==> src/rtl/arb_pkg.sv <==
// ============================================================================
// Module   : arb_pkg
// Brief    : Shared sizes, FSM encoding and an 8-bit lowest-set-bit helper
//            for the 64-way round-robin arbiter.
// Revision : 1.0
// ============================================================================
`default_nettype none

package arb_pkg;

    localparam int N_REQ   = 64;
    localparam int IDX_W   = 6;
    localparam int GRP_W   = 8;
    localparam int GRP_N   = 8;
    localparam int GRP_IDX = 3;

    localparam int ST_W = 1;
    localparam logic [ST_W-1:0] ST_IDLE  = 1'b0;
    localparam logic [ST_W-1:0] ST_GRANT = 1'b1;

    // Scanning downward means the lowest set bit is the last one written.
    function automatic logic [GRP_IDX-1:0] lsb8(input logic [GRP_W-1:0] v);
        logic [GRP_IDX-1:0] r;
        r = '0;
        for (int i = GRP_W - 1; i >= 0; i--) begin
            if (v[i]) begin
                r = GRP_IDX'(i);
            end
        end
        return r;
    endfunction

endpackage

`default_nettype wire

==> src/rtl/pri_enc_64.sv <==
// ============================================================================
// Module   : pri_enc_64
// Brief    : Combinational 64-bit lowest-set-bit encoder, built as eight
//            8-bit group encoders plus one 8-bit group-select encoder.
// Revision : 1.0
// ============================================================================
`default_nettype none

module pri_enc_64
    import arb_pkg::*;
(
    input  logic [N_REQ-1:0] vec,
    output logic [IDX_W-1:0] idx,
    output logic             any
);

    logic [GRP_N-1:0]   w_grp_any;
    logic [GRP_IDX-1:0] w_grp_idx [GRP_N];
    logic [GRP_IDX-1:0] w_sel;

    generate
        for (genvar g = 0; g < GRP_N; g++) begin : g_grp
            assign w_grp_any[g] = |vec[g*GRP_W +: GRP_W];
            assign w_grp_idx[g] = lsb8(vec[g*GRP_W +: GRP_W]);
        end
    endgenerate

    // Upper index bits pick the group, lower bits come from that group.
    always_comb begin
        w_sel = lsb8(w_grp_any);
        idx   = {w_sel, w_grp_idx[w_sel]};
        any   = |w_grp_any;
    end

endmodule

`default_nettype wire

==> src/rtl/rr_arb_64.sv <==
// ============================================================================
// Module   : rr_arb_64
// Brief    : 64-requester round-robin arbiter with a registered, handshake-
//            locked 6-bit winner index for the downstream 6->64 decoder.
// Revision : 1.0
// ============================================================================
`default_nettype none

module rr_arb_64
    import arb_pkg::*;
#(
    parameter logic [5:0] PTR_INIT = 6'd0
) (
    input  logic             clk,
    input  logic             rst,
    input  logic [N_REQ-1:0] req,
    output logic             gnt_valid,
    output logic [IDX_W-1:0] gnt_idx,
    input  logic             gnt_ready,
    output logic [IDX_W-1:0] ptr
);

    logic [ST_W-1:0]  r_state;
    logic [ST_W-1:0]  w_state_nxt;
    logic [IDX_W-1:0] r_gnt_idx;
    logic [IDX_W-1:0] r_ptr;

    logic             w_fire;
    logic [IDX_W-1:0] w_idx_inc;
    logic [IDX_W-1:0] w_s;
    logic [N_REQ-1:0] w_rot;
    logic [IDX_W-1:0] w_enc_idx;
    logic             w_any;
    logic [IDX_W-1:0] w_winner;
    logic             w_load;

    assign w_fire    = gnt_valid & gnt_ready;
    assign w_idx_inc = r_gnt_idx + IDX_W'(1);
    assign w_s       = w_fire ? w_idx_inc : r_ptr;

    // Bit 0 of the rotated vector is requester s, so the encoder's lowest
    // set bit is the first requester at or above s, wrapping 63 -> 0.
    generate
        for (genvar gi = 0; gi < N_REQ; gi++) begin : g_rot
            assign w_rot[gi] = req[w_s + IDX_W'(gi)];
        end
    endgenerate

    pri_enc_64 u_pri_enc (
        .vec (w_rot),
        .idx (w_enc_idx),
        .any (w_any)
    );

    assign w_winner = w_enc_idx + w_s;

    // A new grant is loaded from IDLE, or back-to-back when the current one fires.
    assign w_load = w_any & ((r_state == ST_IDLE) | w_fire);

    always_ff @(posedge clk) begin
        if (rst) begin
            r_state <= ST_IDLE;
        end else begin
            r_state <= w_state_nxt;
        end
    end

    always_comb begin
        w_state_nxt = r_state;
        case (r_state)
            ST_IDLE: begin
                if (w_any) begin
                    w_state_nxt = ST_GRANT;
                end
            end
            ST_GRANT: begin
                if (w_fire && !w_any) begin
                    w_state_nxt = ST_IDLE;
                end
            end
            default: w_state_nxt = ST_IDLE;
        endcase
    end

    always_comb begin
        gnt_valid = (r_state == ST_GRANT);
        gnt_idx   = r_gnt_idx;
        ptr       = r_ptr;
    end

    always_ff @(posedge clk) begin
        if (rst) begin
            r_gnt_idx <= '0;
            r_ptr     <= PTR_INIT;
        end else begin
            if (w_load) begin
                r_gnt_idx <= w_winner;
            end
            if (w_fire) begin
                r_ptr <= w_idx_inc;
            end
        end
    end

endmodule

`default_nettype wire

==> config.mk <==
export PLATFORM = sky130hd
export DESIGN_NAME = rr_arb_64
export DESIGN_NICKNAME = d
export VERILOG_FILES = /design/src/rtl/arb_pkg.sv /design/src/rtl/pri_enc_64.sv /design/src/rtl/rr_arb_64.sv
export SDC_FILE = /design/constraint.sdc
export NUM_CORES = 1
export LEC_CHECK = 0
export CORE_UTILIZATION = 45
export CTS_BUF_LIST = sky130_fd_sc_hd__clkbuf_16
export DETAILED_ROUTE_END_ITERATION = 7
export GPL_ROUTABILITY_DRIVEN = 0
export PLACE_DENSITY = 0.61
export SETUP_SLACK_MARGIN = 0.5
export SLEW_MARGIN = 5
export SYNTH_ARGS = -nofsm -noshare
export SYNTH_HDL_FRONTEND = slang
export SYNTH_SLANG_ARGS = --single-unit
==> constraint.sdc <==
create_clock -name clk -period 9.65 [get_ports clk]
set_clock_uncertainty 0.1 [all_clocks]
set_input_delay 2.895 -clock clk [delete_from_list [all_inputs] [get_ports clk]]
set_output_delay 2.895 -clock clk [all_outputs]
set_load 0.02 [all_outputs]
**Yosys cells after proc, flatten, opt, wreduce, memory -nomap -nowiden**

Cells that the tools add are included.

- $add $sub $neg: 65
- $lt $le $gt $ge: 65
- Muxes and demuxes: 207
- Bitwise logic cells: 5
- Reductions and logical operators: 11

Operator list:

| kind | count |
|---|---|
| $lt A6 B7 Y1 const B | 64 |
| $bmux W1 S6 | 64 |
| $mux W3 | 74 |
| $add A6 B6 Y6 const B | 32 |
| $add A6 B5 Y6 const B | 16 |
| $mux W1 | 66 |
| $reduce_or A64 Y1 | 1 |
| $reduce_or A8 Y1 | 8 |
| $add A6 B4 Y6 const B | 8 |
| $add A6 B3 Y6 const B | 4 |
| $add A6 B1 Y6 const B | 2 |
| $add A6 B2 Y6 const B | 2 |
| $bmux W3 S3 | 1 |
| $add A6 B6 Y6 | 1 |
| $mux W6 | 1 |
| $ge A4 B4 Y1 const B | 1 |
| $not A3 Y4 | 1 |
| $and A1 B1 Y1 | 2 |
| $pmux W1 S2 | 1 |
| $logic_and A1 B1 Y1 | 1 |
| $logic_not A1 Y1 | 1 |
| $not A1 Y1 | 1 |
| $or A1 B1 Y1 | 1 |

- Register bits after elaboration: 13
- Bits of input ports: 67
- Output and inout port bits: 13

**Depth between registers and ports, before layout**

Gate-level depths: netlist (run 1).

- Depth in word-level cells: 19
- Mapped depth: 30
- Gate-level depth less buffers: 25

**By module**

Synthesis (run 1) repeated with hierarchy kept, for this count alone.

- Cells, all modules: 1208
- Area total of the unflattened synthesis: 9700.6 sq um

Modules (own cells, without submodules):

| module | instances | cells each | area each (sq um) |
|---|---|---|---|
| rr_arb_64 | 1 | 1066 | 8692.1 |
| pri_enc_64 | 1 | 142 | 1008.5 |

**Worst setup path after synthesis (run 1)**

Ideal clock, no wire load.

- Kind: input to register
- From: in gnt_ready
- To: reg r_gnt_idx[4] (netlist: gnt_idx[4])
- Library setup time: 0.058 ns
- Arrival: 8.992 ns
- Data required time: 9.492 ns
- Slack: 0.500 ns
- Cell stages on the path: 29
- Path buffers: 6
- Cell sequence: buf_4 > nand2_2 > mux2i_4 > clkbuf_1 > clkbuf_1 > ha_1 > clkbuf_1 > inv_1 > o21ai_0 > xnor2_1 > nor2_1 > a21oi_1 > buf_2 > mux2i_1 > mux4_2 > nor4b_4 > and4_1 > o211ai_1 > a21oi_1 > clkbuf_1 > nor4_1 > o21ai_0 > nand2_1 > a221o_1 > ha_1 > ha_1 > o31a_1 > nor4b_2 > a211o_1

- Word-level cells in the longest chain between the ends: 19

Ends and longest elaborated chain:

| item | RTL line | RTL |
|---|---|---|
| from (decl) | rr_arb_64.sv:19 | `input logic gnt_ready,` |
| $and A1 B1 Y1 * | rr_arb_64.sv:37 | `assign w_fire = gnt_valid & gnt_ready;` |
| $mux W6 | -- |  |
| $add A6 B6 Y6 | rr_arb_64.sv:45 | `assign w_rot[gi] = req[w_s + IDX_W'(gi)];` |
| $bmux W1 S6 | rr_arb_64.sv:45 |  |
| $mux W1 (not written as such) | rr_arb_64.sv:45 |  |
| $reduce_or A8 Y1 | pri_enc_64.sv:23 | `assign w_grp_any[g] = \|vec[g*GRP_W +: GRP_W];` |
| $mux W3 (8 in series) | arb_pkg.sv:26 | `if (v[i]) begin` |
| $not A3 Y4 (not written as such) | pri_enc_64.sv:31 | `idx = {w_sel, w_grp_idx[w_sel]};` |
| $bmux W3 S3 | pri_enc_64.sv:31 |  |
| $mux W3 (not written as such) (2 in series) | pri_enc_64.sv:31 |  |
| $add A6 B6 Y6 | rr_arb_64.sv:55 | `assign w_winner = w_enc_idx + w_s;` |
| to (signal assigned) | rr_arb_64.sv:97 | `r_gnt_idx <= w_winner;` |
| to (decl) | rr_arb_64.sv:25 | `logic [IDX_W-1:0] r_gnt_idx;` |

Mark *: on every way between the ends. The rest lies on a longest branch, timed or not. The select of a mux whose other input is x is not followed.
A chain may end at the register's enable or synchronous reset.

**Worst setup path in the final report (run 1)**

Same ends and word-level chain as after synthesis.

==> results of run 1 <==
-- kinds of logic (layout without fill, tap and decap cells) --
kind of cell             Yosys count  after routing  share of synthesized area, %
flip-flops                        13             13                          3.09
adder cells (fa/ha/maj)            8              8                          1.19
XOR/XNOR                          64             64                          7.99
multiplexers                     266            266                          41.1
buffers and inverters             71            147                          4.77
AO/OA/AOI/OAI                    232            232                          19.8
AND/OR/NAND/NOR                  347            347                          22.0
-- worst max-delay path: stages --
cell	delay, ns
dlymetal6s2s_1	0.24
a21bo_2	0.29
nand2_4	0.08
buf_4	0.29
ha_2	0.36
inv_1	0.15
a211oi_1	0.18
buf_4	0.18
nand2_1	0.09
xnor2_2	0.40
mux2_2	0.42
mux4_2	0.49
and3_1	0.24
and4b_1	0.26
nand2_1	0.11
a21oi_1	0.05
buf_4	0.19
and3_1	0.17
o21ai_0	0.13
nand2_1	0.09
a221o_1	0.38
ha_1	0.21
ha_1	0.21
o31a_1	0.31
nor4b_2	0.26
a211o_1	0.12
-- through the flow --
stage	setup slack, ns	cells	hold WS, ns	area (um2)	power (mW)
2_1_floorplan	0.500	1001	0.479	8430	1.60
3_3_place_gp	0.146	1298	0.416	9530	2.19
3_5_place_dp	0.0830	1298	0.417	9530	2.20
4_1_cts	0.460	1303	0.423	9660	2.30
5_1_grt	0.716	1306	0.441	9800	2.51
6_report	0.916	1306	0.419	9800	2.39
-- sequential cells by signal, summed over array words and instances (netlist names) --
name	cells
gnt_idx	6
ptr	6
gnt_valid	1
-- synth_stat cells (all sizes together), types with 20 or more instances --
cell type and number:
mux2i 168, nand3 85, nor2 66, nand2 63, xnor2 59, mux4 58
o21ai 54, buf 40, mux2 40, a21oi 33, and3 29, nor3 25
o22ai 25, clkbuf 20
-- worst max path at each step --
stage	startpoint	endpoint	slack, ns	cells past startpoint
global placement	gnt_ready	gnt_idx[4]	0.15	26
detailed placement	gnt_ready	gnt_idx[4]	0.08	26
CTS	gnt_ready	gnt_idx[4]	0.46	24
global route	gnt_ready	gnt_idx[4]	0.72	25
finish	gnt_ready	gnt_idx[4]	0.92	26
floorplan	gnt_ready	gnt_idx[4]	0.50	29
-- what timing repair did --
| item | CTS | global route |
|---|---|---|
| pin swaps | 1 | 1 |
| resized for setup | 5 | 20 |
| setup buffers | 1 | 3 |
| gates cloned | 0 | 0 |
| hold endpoints to repair | 0 | 0 |
| endpoints found under the setup margin | 4 | 5 |
-- metal layers --
| metal | part of all wire [%] | vias up |
|---|---|---|
| met5 | 0 | - |
| met1 | 41 | 4404 |
| met2 | 45 | 570 |
| met3 | 9.3 | 95 |
| met4 | 5.1 | 0 |
| li1 | - | 4106 |
-- area by class of cell --
cell class	instances	area share (%)
Sequential cell	13	2.65
Inverter	11	0.523
Timing Repair Buffer	132	12.5
Multi-Input combinational cell	917	80.6
Tap cell	229	2.92
Clock inverter	1	0.0383
Clock buffer	3	0.766
-- cells in the final DEF (no fill, tap or decap), types with 4 or more instances in the layout --
cell type and n:
mux2i_1 164, nand3_1 85, clkdlybuf4s50_1 78, nor2_1 64, nand2_1 59, mux4_2 58
o21ai_0 51, buf_4 49, xnor2_1 42, mux2_2 39, a21oi_1 29, and3_1 29
o22ai_1 25, nor3_1 19, and2_1 18, a211oi_1 17, xnor2_2 13, dfxtp_1 13
a211o_1 12, nand2b_1 11, nand4_1 9, a31oi_1 8, a22oi_1 8, ha_1 7
inv_1 6, nor3_2 6, a22o_1 6, a21o_1 6, xor2_1 5, nor2b_1 5
o22a_1 5, xnor2_4 4, nand3b_1 4, or3_1 4, o211ai_1 4, o31ai_1 4
-- report_power, final --
group          leakage (nW)  internal, mW  switching, mW
logic                  3.76         0.929           1.30
clock network        0.0423        0.0548         0.0239
registers             0.106        0.0610         0.0156
==> impl_metrics.tcl, run 1 <==
set metrics [dict create \
    status "finished with violations" \
    violations "design-rule violations" \
    htree_levels 1 \
    reg2reg_depth 23 \
    coreArea_um2 18100 \
    end_kind "flip-flop" \
    cts_tree "built" \
    die_h_um 139 \
    r2r-end "gnt_idx[4]" \
    synthTopCellsByArea "mux2i_1 (20%), mux4_2 (16%), mux2_2 (5.2%)" \
    postRouteAntennaNets 0 \
    hold_path_depth 2 \
    criticalPathCategory "primary input to flip-flop" \
    diodes 0 \
    ir_drop_mv 0.106 \
    fmax_mhz 115 \
    relSlewSlack_pct 46.7 \
    wl_per_cell_um 25.2 \
    startpoint_type "primary input" \
    synthFlopType "dfxtp_1" \
    rsz0062_at_grt "no" \
    num_io_pins 80 \
    nets 1153 \
    synthesis.nets 1076 \
    cts_hold_buf 0 \
    maxCapViolCount 0 \
    use_met1_pct 44.7 \
    reg2reg_slack_ns 2.98 \
    synth_seq_area_share_pct 3.09 \
    gr-usage-met3_pct 3.97 \
    hold_path_end "gnt_idx[5]" \
    routed_wl_um 32900 \
    grt_pass1_vias 8394 \
    r2r_start "gnt_idx[0]" \
    cts.sinks 13 \
    report.final.slew_viol_count 0 \
    setup_viol 0 \
    die_width_um 139 \
    netlist_area_um2 8430 \
    worst_hold_path_type "flip-flop to flip-flop" \
    rows 49 \
    yosysWarnings 0 \
    vias 9175 \
    multiInputGateArea_um2 7900 \
    met2_usage_pct 53.9 \
    drtIter0Drc 1125 \
    drive_gt1_share_pct 21.4 \
    crit_arrival_ns 8.82 \
    grt_pass1_wl_um 50000 \
    post-route-util_pct 54.0 \
    tightest_slew_ns 0.794 \
    synth-edff-count 0 \
    min_period_ns 8.73 \
    die-area_um2 19300 \
    synthCells 1001 \
    p_leak_nw 3.91 \
    cts_max_path_buffers 2 \
    clk_latency_ns 0.24 \
    fill_cells 1718 \
    drtPass1Iterations 8 \
    initial_utilization_pct 46.4 \
    crit_fanout 15 \
    antenna_found_initial 0 \
    grt_max_degree 36 \
    cts_root_buf "clkbuf_16" \
    hold_viol_final 0 \
    overflow 0 \
    p_per_area_nw_per_um2 244 \
    synth_cell_types 95 \
    grt_usage_pct 33.3 \
    syn_area_per_cell_um2 8.42 \
    numCtsBuffers 3 \
    ys_ff_latch 13 \
    finalSetupTns_ns 0 \
    async_flop_share_pct 0 \
    synth_top_area_share_pct 19.7 \
    dp_hpwl_um 27100 \
    ff_latch_area_um2 260 \
    cts.clk_slew.worst_paths_ns 0.05 \
    required_ns 9.73 \
    yosys.area.top_type "mux2i_1" \
    via_per_inst 7.03 \
    fin_crit_sh_pct 90.5 \
    top_usage_layer "met2" \
    port_buffers 79 \
    min-delay-start "gnt_idx[5]" \
    syn2layout_area_growth_pct 16.3 \
    drc 6 \
]
Power figures use the tool's default switching activity.
==> run 2, diff against run 1 <==
--- a/config.mk
+++ b/config.mk
@@ -5,11 +5,14 @@
 export SDC_FILE = /design/constraint.sdc
 export NUM_CORES = 1
 export LEC_CHECK = 0
-export CORE_UTILIZATION = 45
+export ABC_CLOCK_PERIOD_IN_PS = 9650
+export CELL_PAD_IN_SITES_DETAIL_PLACEMENT = 2
+export CELL_PAD_IN_SITES_GLOBAL_PLACEMENT = 2
+export CORE_UTILIZATION = 37
 export CTS_BUF_LIST = sky130_fd_sc_hd__clkbuf_16
 export DETAILED_ROUTE_END_ITERATION = 7
 export GPL_ROUTABILITY_DRIVEN = 0
-export PLACE_DENSITY = 0.61
+export PLACE_DENSITY = 0.8
 export SETUP_SLACK_MARGIN = 0.5
 export SLEW_MARGIN = 5
 export SYNTH_ARGS = -nofsm -noshare
==> run 2 against run 1 <==
The run now ends clean. Total power rose by 11%. Utilization fell by 8.8 points. Clock power increased by 0.5%. Flip-flop and latch count did not move. Hold slack improved by 0.012 ns.
==> impl_metrics.tcl, run 2 (synthesis results as in run 1) <==
set metrics [dict create \
    p_leak_nw 3.80 \
    cts.clk_slew.worst_paths_ns 0.04 \
    grt_usage_pct 36.3 \
    grt_pass1_wl_um 64900 \
    design_area_um2 9990 \
    numCtsBuffers 3 \
    final_cell_mix "mux2i_1 (137), nand3_1 (85), clkdlybuf4s50_1 (78)" \
    hold_viol_final 0 \
    crit_path_frequent_cell "mux2i_1" \
    setup_viol 0 \
    status "finished, final reports clean" \
    antenna_found_initial 1 \
    combinationalPowerShare_pct 94.1 \
    drive_gt1_share_pct 23.3 \
    num_io_pins 80 \
    maxCapViolCount 0 \
    slowest_delay_ns 0.67 \
    clkPwrFrac_pct 3.0 \
    port_buffers 79 \
    cts_root_buf "clkbuf_16" \
    via_per_inst 7.35 \
    fmax_mhz 110 \
    drtPass1Iterations 6 \
    initial_utilization_pct 38.1 \
    ir_drop_mv 0.0938 \
    fin_crit_sh_pct 93.9 \
    postRouteAntennaNets 0 \
    worst_hold_path_type "flip-flop to flip-flop" \
    routed_wl_um 45500 \
    switching_share_pct 59.2 \
    worst-path-buf-inv 4 \
    switchingPower_mw 1.57 \
    crit_arrival_ns 9.15 \
    die-area_um2 23400 \
    report.final.slew_viol_count 0 \
    htree_levels 1 \
    tightest_slew_ns 0.930 \
    final_common_cell "mux2i_1" \
    grt_pass1_vias 10100 \
    wl_per_cell_um 33.7 \
    rows 54 \
    clk_latency_ns 0.25 \
    drtIter0Drc 864 \
    rsz0062_at_grt "no" \
    cts_tree "built" \
    internal-power_mw 1.08 \
    diodes 0 \
    cts.sinks 13 \
    die_h_um 153 \
    crit_fanout 34 \
    holdWs_ns 0.431 \
    ff_latch_area_um2 260 \
    placed_area_um2 9580 \
    grt_max_degree 36 \
    finalPower_mw 2.65 \
    nets 1145 \
    drc 0 \
    min_period_ns 9.06 \
    power_frac_seq_pct 3.0 \
    startpoint_type "primary input" \
    dp_hpwl_um 35200 \
    relSlewSlack_pct 37.6 \
    slowest_stage "a211oi_1" \
    required_ns 9.73 \
    multiInputGateArea_um2 8080 \
    p_per_area_nw_per_um2 265 \
    die_width_um 153 \
    critPathTopFamily "compound AO/OA/AOI/OAI gates" \
    criticalPathCategory "primary input to flip-flop" \
    fill_cells 2396 \
    coreArea_um2 22100 \
    cts_max_path_buffers 2 \
    syn2layout_area_growth_pct 18.6 \
    overflow 0 \
    end_kind "flip-flop" \
    cp_cell_sequence "buf_2, a21bo_2, nand2_8, inv_4, buf_16, mux2i_1, mux2i_1, mux2i_2, mux2_2, mux2i_1, a211oi_1, nand4b_2, nor2_1, a21oi_1, buf_4, and3_1, o21ai_0, nand2_1, a221o_1, ha_1, ha_1, o31a_1, nor4b_2, a211o_1" \
    vias 9912 \
]
run 2: routing by layer:
metal / up-vias / share of wire (%) / GRT usage (%)
li1: 4082 / - / -
met1: 4991 / 39 / 44.8
met2: 618 / 46 / 61.5
met3: 219 / 7.8 / 6.01
met4: 2 / 6.9 / 17.4
met5: - / 0.020 / 0
run 2: stage by stage:
| stage | util, % | setup WS (ns) | setup TNS, ns | instances |
|---|---|---|---|---|
| 2_1_floorplan | - | 0.500 | 0 | 1001 |
| 3_3_place_gp | 43.4 | 0.132 | 0 | 1344 |
| 3_5_place_dp | 43.4 | -0.243 | -0.710 | 1344 |
| 4_1_cts | 44.2 | 0.628 | 0 | 1349 |
| 5_1_grt | 45.2 | 0.396 | 0 | 1349 |
| 6_report | 45.2 | 0.585 | 0 | 1349 |
run 2: timing repair:
| action | 4_1_cts | 5_1_grt |
|---|---|---|
| resized for setup | 17 | 49 |
| hold buffers | 0 | 0 |
| buffers inserted | 1 | 0 |
| endpoints found under the setup margin | 5 | 4 |
| pin swaps | 1 | 1 |
run 2: cell type report:
cell class	count	area share [%]
multi-input combinational	917	80.8
timing repair buffer	124	11.8
tap	280	3.51
sequential	13	2.60
clock buffer	3	0.751
inverter	11	0.513
clock inverter	1	0.0376
run 2: power groups by stage:
stage | combinational, mW | clock [mW] | sequential, mW
2_1_floorplan | 1.52 | 0 | 0.0794
5_1_grt | 2.56 | 0.0831 | 0.0794
4_1_cts | 2.29 | 0.0802 | 0.0761
3_5_place_dp | 2.26 | 0 | 0.0764
6_report | 2.49 | 0.0790 | 0.0783
3_3_place_gp | 2.14 | 0 | 0.0758
run 2: final timing paths:
| kind | end | slack (ns) | cells past startpoint | start |
|---|---|---|---|---|
| worst max-delay path | gnt_idx[4] | 0.59 | 24 | gnt_ready |
| worst min-delay path | gnt_idx[5] | 0.43 | 2 | gnt_idx[5] |
| worst max register to register | gnt_idx[4] | 2.64 | 23 | gnt_idx[0] |
| worst min register to register | gnt_idx[5] | 0.43 | 2 | gnt_idx[5] |
run 2: worst register-to-register path, cell delays in order (launching register included):
cell      delay, ns
dfxtp_1        0.44
ha_1           0.31
xnor2_1        0.53
a21o_4         0.36
buf_6          0.30
xnor2_2        0.16
buf_4          0.35
mux2i_2        0.42
mux2_2         0.27
mux2i_1        0.13
a211oi_1       0.67
nand4b_2       0.35
nor2_1         0.27
a21oi_1        0.10
buf_4          0.20
and3_1         0.17
o21ai_0        0.14
nand2_1        0.07
a221o_1        0.39
ha_1           0.23
ha_1           0.22
o31a_1         0.33
nor4b_2        0.28
a211o_1        0.14
==> run 3, diff against run 2 <==
--- a/config.mk
+++ b/config.mk
@@ -6,13 +6,15 @@
 export NUM_CORES = 1
 export LEC_CHECK = 0
 export ABC_CLOCK_PERIOD_IN_PS = 9650
-export CELL_PAD_IN_SITES_DETAIL_PLACEMENT = 2
-export CELL_PAD_IN_SITES_GLOBAL_PLACEMENT = 2
-export CORE_UTILIZATION = 37
+export CAP_MARGIN = 30
+export CELL_PAD_IN_SITES_DETAIL_PLACEMENT = 0
+export CELL_PAD_IN_SITES_GLOBAL_PLACEMENT = 1
+export CORE_MARGIN = 5
+export CORE_UTILIZATION = 45
 export CTS_BUF_LIST = sky130_fd_sc_hd__clkbuf_16
 export DETAILED_ROUTE_END_ITERATION = 7
 export GPL_ROUTABILITY_DRIVEN = 0
-export PLACE_DENSITY = 0.8
+export PLACE_DENSITY = 0.78
 export SETUP_SLACK_MARGIN = 0.5
 export SLEW_MARGIN = 5
 export SYNTH_ARGS = -nofsm -noshare
==> run 3 against run 2 <==
Clock power is 0.6% higher. Via count is 8.2% lower. Utilization is 7.0 points higher. Total power is 8.5% lower. Critical path type unchanged.
==> impl_metrics.tcl, run 3 (synthesis results as in run 1) <==
set metrics [dict create \
    clk_latency_ns 0.24 \
    port_buffers 79 \
    p_leak_nw 3.78 \
    finalPower_mw 2.42 \
    status "finished, final reports clean" \
    grt_pass1_wl_um 51400 \
    die-area_um2 21600 \
    relSlewSlack_pct 37.4 \
    required_ns 9.64 \
    cp_cell_sequence "clkbuf_2, a21bo_2, nand2_4, inv_4, buf_12, mux2i_1, mux2i_1, mux2i_2, mux2i_1, mux4_2, nor4b_4, nand4_1, or3b_1, a31o_2, mux2_2, a221o_1, ha_1, o21ai_0, a41oi_1, o21ai_1, xnor2_1, o22ai_1" \
    setup_viol 0 \
    ir_drop_mv 0.0869 \
    post-place-ws_ns 0.0967 \
    worst-path-buf-inv 3 \
    coreArea_um2 18600 \
    rsz0062_at_grt "no" \
    dp_hpwl_um 27600 \
    grt_usage_pct 30.0 \
    vias 9095 \
    crit_path_frequent_cell "mux2i_1" \
    tightest_slew_ns 0.940 \
    num_io_pins 80 \
    report.final.slew_viol_count 0 \
    startpoint_type "primary input" \
    die_width_um 147 \
    drtPass1Iterations 5 \
    numCtsBuffers 3 \
    cts_root_buf "clkbuf_16" \
    slowest_stage "mux4_2" \
    drtIter0Drc 977 \
    layout_setup_ws_ns 0.948 \
    criticalPathCategory "primary input to flip-flop" \
    placed_area_um2 9480 \
    worst_hold_path_type "flip-flop to flip-flop" \
    cts.sinks 13 \
    drc 0 \
    overflow 0 \
    antenna_found_initial 0 \
    end_kind "flip-flop" \
    cts_max_path_buffers 2 \
    postRouteAntennaNets 0 \
    syn2layout_area_growth_pct 15.1 \
    initial_utilization_pct 45.4 \
    cts.clk_slew.worst_paths_ns 0.05 \
    final_common_cell "mux2i_1" \
    final_cell_mix "mux2i_1 (146), nand3_1 (85), clkdlybuf4s50_1 (78)" \
    nets 1142 \
    fin_crit_sh_pct 90.2 \
    maxCapViolCount 0 \
    grt_max_degree 35 \
    grt_pass1_vias 8705 \
    finalSetupTns_ns 0 \
    rows 50 \
    htree_levels 1 \
    cts_tree "built" \
    critPathTopFamily "multiplexers" \
    die_h_um 147 \
    crit_arrival_ns 8.69 \
    diodes 0 \
    slowest_delay_ns 0.55 \
    fmax_mhz 115 \
    hold_viol_final 0 \
    p_per_area_nw_per_um2 250 \
    wl_per_cell_um 25.9 \
    via_per_inst 7.00 \
    routed_wl_um 33700 \
    post-route-util_pct 52.2 \
    crit_fanout 34 \
    min_period_ns 8.70 \
    drive_gt1_share_pct 21.7 \
    design_area_um2 9700 \
]
## run 3: cell count changes in the layout (fill, tap and decap cells not counted), sizes merged
| cell | previous run | this run |
|---|---|---|
| buf | 46 | 42 |
| clkbuf | 3 | 4 |
## run 3: stage by stage
stage	cells	hold WS (ns)
floorplan	1001	0.479
global placement	1294	0.412
detailed placement	1294	0.414
CTS	1298	0.422
global route	1300	0.455
finish	1300	0.420
## run 3: tightest hold or removal path: stages (launching register included)
cell      delay [ns]
dfxtp_1         0.33
nand2b_1        0.07
o22ai_1         0.07
## run 3: layer usage
metal	GRT usage (%)	up-vias	part of all wire, %
li1	-	4074	-
met1	40.0	4479	42
met2	49.0	453	46
met3	4.72	89	7.8
met4	11.5	0	4.6
met5	0	-	0
## run 3: area by class of cell
cell class                 count  area, um2
multi-input combinational    917       7880
clock inverter                 1       3.75
tap                          234        293
timing repair buffer         121       1130
inverter                      11       48.8
sequential                    13        260
clock buffer                   3       75.1
fill                        1741       8880
## run 3: path summary, 6_finish.rpt
kind	startpoint	slack [ns]	endpoint	cells past startpoint
max	gnt_ready	0.95	gnt_idx[5]	22
min reg2reg	gnt_idx[5]	0.42	gnt_idx[5]	2
min	gnt_idx[5]	0.42	gnt_idx[5]	2
max reg2reg	gnt_idx[0]	2.90	gnt_idx[5]	21
## run 3: repair_timing
item,4_1_cts,5_1_grt
setup endpoints to repair,4,5
endpoints found under the hold margin,0,0
pin swaps,0,1
setup buffers,0,1
gates resized for setup,14,16
hold buffers,0,0
## run 3: power by group
group	leakage [nW]	switching [mW]	internal, mW
sequential	0.106	0.0144	0.0610
clock	0.0423	0.0247	0.0548
combinational	3.63	1.33	0.939
